### config.mk
export PLATFORM = sky130hd
export DESIGN_NAME = matrix_alu_engine
export DESIGN_NICKNAME = d
export VERILOG_FILES = /design/src/rtl/matrix_alu_engine.sv
export SDC_FILE = /design/constraint.sdc
export NUM_CORES = 1
export LEC_CHECK = 0
export CAP_MARGIN = 20
export CORE_MARGIN = 2
export CORE_UTILIZATION = 50
export DETAILED_ROUTE_END_ITERATION = 12
export PLACE_DENSITY = 0.84
export SLEW_MARGIN = 20
export SYNTH_ARGS = -nofsm -noshare
export SYNTH_HDL_FRONTEND = slang
export SYNTH_SLANG_ARGS = --single-unit
export TNS_END_PERCENT = 100
### constraint.sdc
create_clock -name clk -period 2.6 [get_ports clk]
set_clock_uncertainty 0.1 [all_clocks]
set_input_delay 0.52 -clock clk [delete_from_list [all_inputs] [get_ports clk]]
set_output_delay 0.52 -clock clk [all_outputs]
set_load 0.02 [all_outputs]
### src/rtl/matrix_alu_engine.sv
// ============================================================================
//  Module   : matrix_alu_engine
//  Function : Element-wise add / subtract / negate over two DIM x DIM signed
//             matrices held in a single-port synchronous memory.
//  Revision : 1.0 - initial release
// ============================================================================
`default_nettype none

module matrix_alu_engine #(
  parameter int DATA_W = 8,
  parameter int DIM    = 5,
  parameter int ADDR_W = 7,
  parameter int BASE_A = 0,
  parameter int BASE_B = 25,
  parameter int BASE_C = 50
) (
  input  logic              clk,
  input  logic              reset,
  input  logic              start_calc,
  input  logic [1:0]        sel_operacao,
  output logic [ADDR_W-1:0] mem_addr,
  output logic              mem_re,
  input  logic [DATA_W-1:0] mem_rdata,
  output logic              mem_we,
  output logic [DATA_W-1:0] mem_wdata,
  output logic              busy,
  output logic              done,
  output logic              err,
  output logic              overflow
);

  localparam int c_NELEM = DIM * DIM;
  localparam int c_IDX_W = (c_NELEM > 1) ? $clog2(c_NELEM) : 1;
  localparam int c_MSB   = DATA_W - 1;

  localparam logic [1:0] c_OP_ADD = 2'b00;
  localparam logic [1:0] c_OP_SUB = 2'b01;
  localparam logic [1:0] c_OP_NEG = 2'b10;
  localparam logic [1:0] c_OP_INV = 2'b11;

  localparam logic [DATA_W-1:0] c_MOST_NEG = {1'b1, {(DATA_W-1){1'b0}}};
  localparam logic [DATA_W-1:0] c_ONE      = {{(DATA_W-1){1'b0}}, 1'b1};

  typedef enum logic [2:0] {
    S_IDLE = 3'd0,
    S_RD_A = 3'd1,
    S_RD_B = 3'd2,
    S_CALC = 3'd3,
    S_WR_C = 3'd4,
    S_FIN  = 3'd5
  } state_t;

  state_t              state_q, state_d;
  logic [c_IDX_W-1:0]  idx_q, idx_d;
  logic [1:0]          op_q, op_d;
  logic [DATA_W-1:0]   a_q, a_d;
  logic [DATA_W-1:0]   res_q, res_d;
  logic                ovf_q, ovf_d;
  logic                done_q, err_q;

  logic [DATA_W-1:0]   w_opa, w_opb, w_res;
  logic                w_ovf;
  logic                w_last;

  assign w_last = (idx_q == c_IDX_W'(c_NELEM - 1));

  // Negate has no B read, so its A operand arrives straight from memory in CALC.
  always_comb begin
    w_opa = (op_q == c_OP_NEG) ? mem_rdata : a_q;
    w_opb = mem_rdata;
    w_res = '0;
    w_ovf = 1'b0;
    case (op_q)
      c_OP_ADD: begin
        w_res = w_opa + w_opb;
        w_ovf = (w_opa[c_MSB] == w_opb[c_MSB]) && (w_res[c_MSB] != w_opa[c_MSB]);
      end
      c_OP_SUB: begin
        w_res = w_opa - w_opb;
        w_ovf = (w_opa[c_MSB] != w_opb[c_MSB]) && (w_res[c_MSB] != w_opa[c_MSB]);
      end
      c_OP_NEG: begin
        w_res = (~w_opa) + c_ONE;
        w_ovf = (w_opa == c_MOST_NEG);
      end
      default: begin
        w_res = '0;
        w_ovf = 1'b0;
      end
    endcase
  end

  always_comb begin
    state_d   = state_q;
    idx_d     = idx_q;
    op_d      = op_q;
    a_d       = a_q;
    res_d     = res_q;
    ovf_d     = ovf_q;
    mem_re    = 1'b0;
    mem_we    = 1'b0;
    mem_addr  = '0;
    mem_wdata = '0;
    busy      = 1'b0;
    case (state_q)
      S_IDLE: begin
        if (start_calc) begin
          op_d    = sel_operacao;
          ovf_d   = 1'b0;
          idx_d   = '0;
          state_d = (sel_operacao == c_OP_INV) ? S_FIN : S_RD_A;
        end
      end
      S_RD_A: begin
        busy     = 1'b1;
        mem_re   = 1'b1;
        mem_addr = ADDR_W'(BASE_A) + ADDR_W'(idx_q);
        state_d  = (op_q == c_OP_NEG) ? S_CALC : S_RD_B;
      end
      S_RD_B: begin
        busy     = 1'b1;
        mem_re   = 1'b1;
        mem_addr = ADDR_W'(BASE_B) + ADDR_W'(idx_q);
        a_d      = mem_rdata;
        state_d  = S_CALC;
      end
      S_CALC: begin
        busy    = 1'b1;
        res_d   = w_res;
        ovf_d   = ovf_q | w_ovf;
        state_d = S_WR_C;
      end
      S_WR_C: begin
        busy      = 1'b1;
        mem_we    = 1'b1;
        mem_addr  = ADDR_W'(BASE_C) + ADDR_W'(idx_q);
        mem_wdata = res_q;
        if (w_last) begin
          state_d = S_FIN;
        end else begin
          idx_d   = idx_q + c_IDX_W'(1);
          state_d = S_RD_A;
        end
      end
      S_FIN: begin
        state_d = S_IDLE;
      end
      default: begin
        state_d = S_IDLE;
      end
    endcase
  end

  // done/err are registered off FIN so they land one cycle after entering it.
  always_ff @(posedge clk or negedge reset) begin
    if (!reset) begin
      state_q <= S_IDLE;
      idx_q   <= '0;
      op_q    <= c_OP_ADD;
      a_q     <= '0;
      res_q   <= '0;
      ovf_q   <= 1'b0;
      done_q  <= 1'b0;
      err_q   <= 1'b0;
    end else begin
      state_q <= state_d;
      idx_q   <= idx_d;
      op_q    <= op_d;
      a_q     <= a_d;
      res_q   <= res_d;
      ovf_q   <= ovf_d;
      done_q  <= (state_q == S_FIN);
      err_q   <= (state_q == S_FIN) && (op_q == c_OP_INV);
    end
  end

  assign done     = done_q;
  assign err      = err_q;
  assign overflow = ovf_q;

endmodule

`default_nettype wire
# Word level (Yosys, flattened, before mapping)
# Index checks and enable logic that the tools add are counted.
[totals]
input_bits = 13
regBits = 29
wordCells = 63
[classes]
bitwise = 2
n_mux = 18
n_eq_ne = 17
add_sub_neg = 6
n_reduce_logical = 12
[op_table]
columns = ["op", "count"]
rows = [
  ["$pmux W8 S3", 1],
  ["$pmux W7 S3", 1],
  ["$mux W8", 2],
  ["$pmux W3 S5", 1],
  ["$mux W5", 2],
  ["$pmux W5 S2", 1],
  ["$mux W3", 3],
  ["$add A8 B1 Y8 const B", 1],
  ["$add A8 B8 Y8", 1],
  ["$eq A8 B8 Y1 const B", 1],
  ["$not A8 Y8", 1],
  ["$sub A8 B8 Y8", 1],
  ["$add A6 B5 Y7 const A", 1],
  ["$add A5 B5 Y6 const A", 1],
  ["$eq A2 B2 Y1 const B", 3],
  ["$eq A3 B2 Y1 const B", 2],
  ["$eq A3 B3 Y1 const B", 2],
  ["$add A5 B1 Y5 const B", 1],
  ["$eq A5 B5 Y1 const B", 1],
  ["$mux W1", 5],
  ["$ne A2 B2 Y1 const B", 2],
  ["$reduce_and A2 Y1", 2],
  ["$reduce_bool A2 Y1", 2],
  ["$reduce_or A4 Y1", 1],
  ["12 further kinds", 16],
]

# Logic depth before layout (Yosys ltp)
[logic_depth]
ltp_word = 8
mapped_depth = 13
ltp_nobuf = 12

# Worst setup path before layout
# No wires, ideal clock.
[synth_path]
kind = "register -> register"
start = "register op_q[0]"
end = "register res_q[7]"
arrival_ns = 2.452
path_stages_with_launch = 12
setup_slack_ns = -0.021
t_required_ns = 2.431
setup_time_ns = 0.069
cell_sequence = "dfrtp_1 > nand2b_1 > clkbuf_1 > o21ai_0 > ha_1 > buf_2 > nor3b_1 > or3_1 > a21oi_1 > o41ai_1 > or3_1 > nand3_1"
[synth_between]
elab_chain_cells = 5
word_cells_on_any_way = 9
classes_between = "3 x add/sub; 2 x eq/ne; 2 x mux; 1 x bitwise; 1 x reduce/logical"
[synth_rtl]
columns = ["item", "line_no", "rtl"]
rows = [
  ["start, declared", "55", "logic [1:0] op_q, op_d;"],
  ["start signal, assigned", "159", "op_q <= c_OP_ADD;"],
  ["start signal, assigned", "168", "op_q <= op_d;"],
  ["$eq A2 B2 Y1", "69, 73", ""],
  ["$mux W8", "69", "w_opa = (op_q == c_OP_NEG) ? mem_rdata : a_q;"],
  ["$not A8 Y8", "83", "w_res = (~w_opa) + c_ONE;"],
  ["$add A8 B1 Y8", "83", ""],
  ["$pmux W8 S3 *", "73", "case (op_q)"],
  ["end signal, assigned", "170", "res_q <= res_d;"],
  ["end, declared", "57", "logic [DATA_W-1:0] res_q, res_d;"],
]
# Every way passes the cells marked *; elsewhere a longest branch is shown, timed or not.
# A chain may end at the register's enable or synchronous reset.

# Worst setup path in the final report
[layout_path]
start = "register op_q[1]"
end = "register res_q[4]"
# Same word-level chain as after synthesis.

==> flow_metrics.py <==
metrics = {
    "pwr": {
        "p_clk_share_pct": 10.7,
        "combPwrFrac_pct": 72.4,
        "vdd_drop_max_mv": 0.721,
        "power_density_nw_per_um2": 1330,
        "seq_power_share_pct": 16.9,
        "p_sw_share_pct": 45.7,
        "p_leak_nw": 1.69,
        "p_int_mw": 2.62,
        "p_sw_mw": 2.20,
    },
    "layout": {
        "layout.nets": 423,
        "final_cell_count_no_fill": 457,
        "final_util_pct": 75.7,
        "area_growth_pct": 43.7,
        "multiInputGateArea_um2": 1840,
        "fillers": 337,
        "regArea_um2": 729,
        "drive_above_1_share_pct": 29.5,
        "antenna_cells": 0,
    },
    "floorplan": {
        "initial_core_util_pct": 52.7,
        "pin_count": 34,
        "coreArea_um2": 4790,
        "dieHeight_um": 75.0,
        "dieArea_um2": 5630,
        "row_count": 25,
        "die_w_um": 75.0,
    },
    "synthesis": {
        "synth.avg_cell_area_um2": 8.32,
        "ys_ff_latch": 29,
        "synthSimpleGateAreaFrac_pct": 21.7,
        "synthFlopType": "dfrtp_1",
        "synth_edf_count": 0,
        "synthCells": 303,
        "synth_adder_area_share_pct": 11.0,
        "synth_compound_area_share_pct": 19.0,
        "synth_xor_area_share_pct": 6.60,
        "async_reset_ff_share_pct": 100,
        "synth_top_family_by_area": "simple AND/OR/NAND/NOR gates",
        "synth.yosys.seq_area_share_pct": 28.8,
        "ys_types": 47,
        "syn_nets": 337,
        "synthMuxAreaShare_pct": 7.89,
        "ys.warnings.count": 0,
        "synth_area_um2": 2520,
    },
    "sta": {
        "fmax_mhz": 377,
        "hold_viol_final": 0,
        "period_needed_ns": 2.65,
        "setup-violations-final": 4,
        "slew_viol_final": 0,
        "fin_ws_ns": -0.0528,
        "finalCritPeriodShare_pct": 102,
        "tightest_slew_ns": 0.391,
        "rsz0062_at_grt": "true",
        "slew_headroom_pct": 73.9,
    },
    "hold_path": {
        "min_path_type": "reg2reg",
    },
    "setup_path": {
        "reg2regPathDepth": 11,
        "worstPathCellList": "nor2b_4 > buf_4 > mux2i_4 > ha_4 > fa_2 > nor2b_1 > o21ai_1 > nor2b_2 > xnor2_1 > a221oi_2 > o21ai_1",
        "worst_setup_path_endpoint": "res_q[4]$_DFFE_PN0P_",
        "path_delay_family": "adder cells",
        "regToRegSetupSlack_ns": -0.05,
        "start_kind": "flop",
        "end_kind": "flop",
        "slowest_stage": "fa_2",
        "cpMostUsedCell": "o21ai_1",
        "slowest_delay_ns": 0.40,
        "cp_max_fo": 4,
        "r2r-start": "op_q[1]$_DFFE_PN0P_",
        "required_ns": 2.68,
        "path_class": "reg2reg",
        "arrival_ns": 2.74,
        "crit_path_start": "op_q[1]$_DFFE_PN0P_",
        "crit_buf_inv": 1,
        "cp.depth": 11,
        "r2r-end": "res_q[4]$_DFFE_PN0P_",
    },
    "placed_design": {
        "dp.cells": 447,
        "hpwlAfterDp_um": 5070,
        "globalplace.congestion": 0.933,
        "port_buffers": 33,
    },
    "cts": {
        "worstSkewPairLatency_ns": 0.30,
        "cts_sinks": 29,
        "cts_root_buf": "clkbuf_8",
        "cts_tree": "done",
        "htreeDepth": 2,
        "clk_pin_slew_worst_paths_ns": 0.08,
        "cts_buffer_depth": 2,
        "holdBufCountCts": 0,
        "cts_buffers": 5,
    },
    "job": {
        "drv_cap": 0,
    },
    "global_routing": {
        "grt_pass1_wl_um": 11400,
        "grt_use_total_pct": 26.8,
        "antenna_found_initial": 0,
        "grt_pass1_vias": 2529,
        "overflow": 0,
        "grt_max_degree": 30,
    },
    "detailed_routing": {
        "ant_nets": 0,
        "vias_per_cell": 5.85,
        "drt-wirelength-per-cell_um": 16.9,
        "drt_iter0_markers": 176,
        "dr_total_vias": 2675,
        "drt-pass1-iter-count": 5,
        "drc": 0,
        "routed_wirelength_um": 7740,
    },
    "status": {
        "violations": "setup timing",
        "status": "finished, violations left",
    },
}
## tightest hold or removal path: stages (launching register included)
cell     delay [ns]
dfrtp_1        0.34
nand2_1        0.05
o21ai_1        0.06
## cell usage in the layout (no fill, tap or decap), drive strengths merged, types with 3 or more instances in the layout
master         synthesis  routed
or3                    4       4
a21oi                 15      15
o21bai                 3       3
xnor2                 15      15
a31oi                  4       4
a2bb2oi                3       3
a211oi                 3       3
mux2                  12      12
nor2                  24      24
dlygate4sd2            0       5
inv                   19      19
nand3                  4       4
nor3                   3       3
o31ai                  4       4
nand2b                11      11
and3                  11      11
clkbuf                10       6
xor2                   4       4
and2                   3       3
nand2                 30      30
nor2b                 11      11
dfrtp                 29      29
a22oi                  5       5
o21ai                 29      29
clkdlybuf4s50          0      26
mux2i                  6       6
ha                    19      19
buf                    2      58
## power groups by stage
stage | registers, mW | clock network (mW) | logic (mW)
4_1_cts | 0.801 | 0.513 | 3.09
2_1_floorplan | 0.762 | 0 | 1.89
5_1_grt | 0.837 | 0.539 | 3.74
3_5_place_dp | 0.797 | 0 | 2.97
3_3_place_gp | 0.786 | 0 | 2.87
6_report | 0.816 | 0.514 | 3.48
## synth_stat cells, types with 4 or more instances
library cell,n,area [um2]
and3_1,11,68.8
or3_1,4,25.0
mux2_2,11,124
a21oi_1,15,75.1
o21ai_0,15,75.1
nor2b_1,11,68.8
a31oi_1,4,25.0
xor2_1,4,35.0
nand2b_1,11,68.8
o21ai_1,14,70.1
a22oi_1,5,37.5
nand3_1,4,20.0
dfrtp_1,29,726
nor2_1,24,90.1
inv_1,17,63.8
mux2i_1,6,60.1
o31ai_1,4,30.0
nand2_1,30,113
clkbuf_1,10,37.5
xnor2_1,15,131
ha_1,19,238
## logic make-up after synthesis
| group | Yosys count |
|---|---|
| simple gates | 108 |
| compound gates | 77 |
| buf+inv | 31 |
| flops | 29 |
| fa+ha+maj | 21 |
| xor+xnor | 19 |
| mux | 18 |
## registers in the layout, summed over array words and instances (netlist names)
register  flops
a_q           8
done          1
err           1
idx_q         5
op_q          2
overflow      1
res_q         8
state_q       3
## worst min-delay path by stage
stage / depth (start not counted) / start / endpoint / slack [ns]
after floorplan: 0 / reset / a_q[0]$_DFFE_PN0P_ / 0.12
after global placement: 2 / res_q[2]$_DFFE_PN0P_ / res_q[2]$_DFFE_PN0P_ / 0.36
after detailed placement: 2 / res_q[1]$_DFFE_PN0P_ / res_q[1]$_DFFE_PN0P_ / 0.37
after CTS: 2 / res_q[1]$_DFFE_PN0P_ / res_q[1]$_DFFE_PN0P_ / 0.38
after global routing: 2 / res_q[1]$_DFFE_PN0P_ / res_q[1]$_DFFE_PN0P_ / 0.41
final: 2 / res_q[1]$_DFFE_PN0P_ / res_q[1]$_DFFE_PN0P_ / 0.38
## cell type report
class                           count  area share [%]
Multi-Input combinational cell    243            50.9
Clock inverter                      2            1.04
Sequential cell                    29            20.1
Clock buffer                        6            2.28
Inverter                           19            2.04
Timing Repair Buffer               91            21.3
Tap cell                           67            2.31
## through the flow
step                      TNS (ns)  hold WS, ns  instance area [um2]  setup slack [ns]  total power, mW
after floorplan                  0        0.124                 2520           0.00922             2.65
after global placement       -1.46        0.361                 3300            -0.328             3.66
after detailed placement     -2.01        0.369                 3300            -0.381             3.77
after CTS                  -0.0635        0.384                 3470           -0.0635             4.40
after global routing        -0.622        0.406                 3620            -0.125             5.11
final                      -0.0742        0.379                 3620           -0.0528             4.81
## metal layers
layer  up-vias  global-route usage [%]  wire (um)
met5         -                       0          0
met4         0                    11.3        367
met3        45                    4.69        501
met2       136                    45.2       3750
met1      1268                    33.6       3130
li1       1226                       -          -
## repair_timing
action | CTS | global route
resized for setup | 22 | 31
pin swaps | 3 | 14
hold endpoints to repair | 0 | 0
setup buffers | 0 | 2
endpoints found under the setup margin | 14 | 18
No activity file was read; power rests on OpenSTA's default activity.
==> variant 1 (same flow settings) <==
One comparison of `idx_q` changes from == to >=.
--- a/src/rtl/matrix_alu_engine.sv
+++ b/src/rtl/matrix_alu_engine.sv
@@ -64,3 +64,3 @@
 
-  assign w_last = (idx_q == c_IDX_W'(c_NELEM - 1));
+  assign w_last = (idx_q >= c_IDX_W'(c_NELEM - 1));
 
Formal check against the unedited RTL: same outputs for any inputs over 10 cycles, from zero or initial values and one cycle with reset low; that may be too few to reach the edited logic, so the function may still have changed.
==> variant 1 against the original RTL <==
- the flow still finishes with violations (negative setup slack)
- total power increased by 0.79%
- worst setup slack got worse by 0.017 ns
- synthesized area decreased by 3.1%
- final area decreased by 0.38%
- sequential cell count unchanged
- clock power decreased by 25%
- sequential share of layout area about the same
- wire length decreased by 0.12%
- critical endpoint is now res_q[6]$_DFFE_PN0P_
==> variant 1: results (changes against the original RTL) <==
| Metric | Value |
|---|---|
| Register area | `728.2 µm² (-0.17%)` |
| Final TNS setup | `-0.1706 ns (-0.09635 ns)` |
| Seq/Total Area, Yosys | `29.70% (+0.91 points)` |
| Setup violators final | `3 (-1)` |
| Failing checks | `negative setup slack` |
| CP delay by family, top | `compound AO/OA/AOI/OAI gates` |
| Combinational fraction of design power | `75.4% (+3.0 points)` |
| Layout fillers | `321 (-4.7%)` |
| Multi-input gate area | `1837 µm² (-0.34%)` |
| Internal cell power | `0.002596 W (-0.77%)` |
| Nets | `416 (-1.7%)` |
| Cell leakage power | `1.750 nW (+3.7%)` |
| Layout cells sized above 1 | `34.20% (+4.7 points)` |
| Total GRT Usage | `27.90% (+1.1 points)` |
| Sequential cell power | `0.000808 W (-1%)` |
| CP Data Arrival Time | `2.75 ns (about the same)` |
| Synth top cells by count | `nand2_1 (33), dfrtp_1 (29), o21ai_0 (23), a21oi_1 (22)` |
| HPWL after detailed placement | `4.916 mm (-3.0%)` |
| Layout inverter count without the clock tree | `20 (+1)` |
| Top cells by area, synth | `dfrtp_1 (30%), ha_1 (9.7%), xnor2_1 (5.4%), nand2_1 (5.1%), o21ai_0 (4.7%)` |
| Worst-margin pin slew | `0.6814 ns (+0.2903 ns)` |
| CTS Buf Count | `5 (unchanged)` |
| Cell variety after synth | `51 (+8.5%)` |
| Outcome | `finished with violations` |
| Vias in the first global route | `2497 (-1.3%)` |
| NetSw | `0.002257 W (+2.6%)` |
| Met2 WL | `3.993 mm (+6.6%)` |
| Layout clock area frac | `2.393% (-0.92 points)` |
| Total Wirelength | `7.734 mm (-0.12%)` |
| Pre-CTS setup slack | `-0.4552 ns (-0.07413 ns)` |
| Setup ws final | `-0.06949 ns (-0.01665 ns)` |
| Worst VDD drop | `0.7837 mV (+8.7%)` |
| Buffers excl. clock | `93 (+2.2%)` |
| Multi-input gates | `233 (-4.1%)` |
| Buffer share of cell area | `22.12% (+0.81 points)` |
| First-pass GRT wire length | `11.73 mm (+2.9%)` |
| Initial drt markers | `203 (+15%)` |
| Synth Net Count | `327 (-3.0%)` |
| Crit path max-delay cell type | `dfrtp_2` |
| Placer Congestion | `0.8690 (-6.8%)` |
[variant 1: final timing paths]
path,startpoint,end,slack [ns],cells past startpoint
setup reg to reg,op_q[1]$_DFFE_PN0P_,res_q[6]$_DFFE_PN0P_,-0.07,9
setup / recovery,op_q[1]$_DFFE_PN0P_,res_q[6]$_DFFE_PN0P_,-0.07,9
min in group asynchronous,reset,done$_DFF_PN0_,0.51,2
max in group asynchronous,reset,op_q[1]$_DFFE_PN0P_,1.59,2
hold / removal,res_q[1]$_DFFE_PN0P_,res_q[1]$_DFFE_PN0P_,0.39,2
hold reg to reg,res_q[1]$_DFFE_PN0P_,res_q[1]$_DFFE_PN0P_,0.39,2
[variant 1: kinds of logic (layout without fill, tap and decap cells)]
group	Yosys count	after routing	synth area share (%)
mux	14	14	6.145
simple gates	101	101	20.94
buf+inv	31	121	5.018
compound gates	79	79	20.38
xor+xnor	18	18	6.452
flops	29	29	29.70
fa+ha+maj	21	21	11.37
[variant 1: per-stage QoR]
| step | cell area (µm²) | std cells | hold WS (ns) |
|---|---|---|---|
| 6_report | 3608 | 450 | 0.3904 |
| 3_5_place_dp | 3208 | 435 | 0.3743 |
| 4_1_cts | 3432 | 447 | 0.3886 |
| 5_1_grt | 3608 | 450 | 0.4254 |
| 2_1_floorplan | 2444 | 293 | 0.1244 |
| 3_3_place_gp | 3208 | 435 | 0.3567 |
[variant 1: repair_timing]
item	CTS	global route
hold buffers	0	0
hold endpoints to repair	0	0
pin swaps	10	21
resized for setup	38	45
endpoints found under the setup margin	12	18
cloned	0	0
buffers inserted	4	4
[variant 1: routing by layer]
layer | track usage, % | vias up
met4 | 11.72 | 0
met5 | 0 | -
met2 | 47.92 | 129
li1 | - | 1214
met1 | 34.30 | 1288
met3 | 5.075 | 32
==> variant 2 (same flow settings) <==
Made on the original files. `DIM`: 5 -> 10.
--- a/src/rtl/matrix_alu_engine.sv
+++ b/src/rtl/matrix_alu_engine.sv
@@ -10,3 +10,3 @@
   parameter int DATA_W = 8,
-  parameter int DIM    = 5,
+  parameter int DIM    = 10,
   parameter int ADDR_W = 7,
Formal check against the unedited RTL: no difference found for any inputs over 10 cycles, from zero or initial values and one cycle with reset low; that may be too few to reach the edited logic, so the function may still have changed.
==> variant 2 against the original RTL <==
- the flow still finishes with violations (negative setup slack)
- final area increased by 11%
- sequential cell count increased by 2
- total power grew 12%
- global-route usage decreased by 0.68 points
- synthesized cell count up 5.6%
- maximum frequency fell by 5.2%
- sequential share of layout area is 0.74 points lower
- synthesized area grew 6.8%
- critical path depth is the same
- worst setup slack got worse by 0.15 ns
- wire length increased by 16%
- largest power group unchanged
- highest routed layer unchanged
==> variant 2: results (changes against the original RTL) <==
| Metric | Value |
|---|---|
| Sequential cell power | `0.000829 W (+2%)` |
| Post-CTS Setup Inserts | `3 (+3)` |
| Vias in the first global route | `2638 (+4.3%)` |
| Combinational fraction of design power | `75.2% (+2.8 points)` |
| Layout cells sized above 1 | `34.53% (+5.0 points)` |
| Worst-case clock buffer depth | `2 (unchanged)` |
| CTS Buf Count | `5 (unchanged)` |
| Post-DP Area | `3492 µm² (+5.8%)` |
| Worst-margin pin slew | `0.4693 ns (+0.07824 ns)` |
| Switching power share of the total | `44.93% (-0.74 points)` |
| WL per Instance | `18.37 µm (+8.4%)` |
| Failing checks | `negative setup slack` |
| Post-synthesis mux area share | `6.874% (-1.0 points)` |
| Placer Congestion | `0.9698 (+4.0%)` |
| HPWL after detailed placement | `5.644 mm (+11%)` |
| IO Port Bufs | `33 (unchanged)` |
| Nets | `448 (+5.9%)` |
| Cell leakage power | `1.863 nW (+10%)` |
| Via/cell ratio | `5.860 (+0.12%)` |
| Average size of a mapped cell | `8.418 µm² (+1.2%)` |
| Crit path max-delay cell type | `dfrtp_2` |
| Setup violators final | `4 (unchanged)` |
| Setup ws final | `-0.1981 ns (-0.1453 ns)` |
| Synth Area in Compound Gates | `19.37% (+0.36 points)` |
| Initial drt markers | `171 (-2.8%)` |
| CP delay by family, top | `compound AO/OA/AOI/OAI gates` |
| Worst Path Max Fanout | `4 (unchanged)` |
| Dpl cells | `465 (+4.0%)` |
| Total GRT Usage | `26.08% (-0.68 points)` |
| Post-Synth Adder-Cell Area | `9.382% (-1.6 points)` |
| Root buffer cell | `clkbuf_8` |
| Final TNS setup | `-0.4349 ns (-0.3607 ns)` |
| Cell variety after synth | `56 (+19%)` |
| Total Wirelength | `8.947 mm (+16%)` |
| Seq/Total Area, Yosys | `28.80% (about the same)` |
| Outcome | `finished with violations` |
| Top cells by area, synth | `dfrtp_1 (29%), ha_1 (7.9%), o21ai_0 (5.0%), nand2_1 (4.3%), xnor2_1 (4.2%)` |
| Pre-CTS setup slack | `-0.4426 ns (-0.06154 ns)` |
| CP Data Arrival Time | `2.86 ns (+0.12 ns)` |
| Post-CTS resize count | `21 (-4.5%)` |
| First-pass GRT wire length | `12.35 mm (+8.4%)` |
| Final Util | `77.95% (+2.3 points)` |
| ANT cells | `0 (unchanged)` |
| CP max stage delay | `0.45 ns (+0.05 ns)` |
| Synth Net Count | `352 (+4.5%)` |
| Worst VDD drop | `0.9559 mV (+33%)` |
| Largest net degree at the start of global routing | `32 (+6.7%)` |
| Internal cell power | `0.002978 W (+14%)` |
| Layout fillers | `330 (-2.1%)` |
| XOR/XNOR share of the synthesized area | `8.453% (+1.9 points)` |
| Top flop regs | `a_q (8), res_q (8), idx_q (7)` |
| Synth top cells by count | `dfrtp_1 (31), nand2_1 (31), o21ai_0 (27), inv_1 (21), nor2_1 (20)` |
## variant 2: changes by cell type in the layout (fill, tap and decap cells not counted), moves of 4 or more
| cell | unedited run | this run |
|---|---|---|
| o21ai_1 | 17 | 3 |
| xor2_1 | 3 | 13 |
| buf_4 | 56 | 63 |
| ha_1 | 15 | 8 |
| buf_6 | 2 | 8 |
| o21ai_0 | 11 | 17 |
| a21oi_1 | 13 | 9 |
| a31oi_1 | 4 | 0 |
| clkdlybuf4s50_1 | 26 | 22 |
| dfrtp_1 | 26 | 30 |
| nor2_2 | 4 | 0 |
| o21ai_2 | 1 | 5 |
## variant 2: worst paths after layout
path / cells past startpoint / slack [ns] / endpoint / startpoint
worst min-delay path: 1 / 0.41 / a_q[5]$_DFFE_PN0P_ / a_q[5]$_DFFE_PN0P_
worst max-delay path: 11 / -0.20 / res_q[6]$_DFFE_PN0P_ / op_q[0]$_DFFE_PN0P_
worst max register to register: 11 / -0.20 / res_q[6]$_DFFE_PN0P_ / op_q[0]$_DFFE_PN0P_
max in group asynchronous: 2 / 1.55 / op_q[0]$_DFFE_PN0P_ / reset
worst min register to register: 1 / 0.41 / a_q[5]$_DFFE_PN0P_ / a_q[5]$_DFFE_PN0P_
min in group asynchronous: 2 / 0.53 / a_q[0]$_DFFE_PN0P_ / reset
## variant 2: cell type report
type                    count  area share (%)
multi-input cells         252           50.94
clock inverters             2          0.8745
flip-flops and latches     31           19.39
inverters                  21           1.968
well taps                  70           2.186
repair buffers            105           22.58
clock buffers               6           2.061
## variant 2: metal layers
metal	GRT usage, %	vias to the layer above	share of wire (%)
li1	-	1318	-
met1	31.82	1360	38
met5	0	-	0
met4	9.464	0	4.3
met3	4.535	33	6.7
met2	46.09	143	51
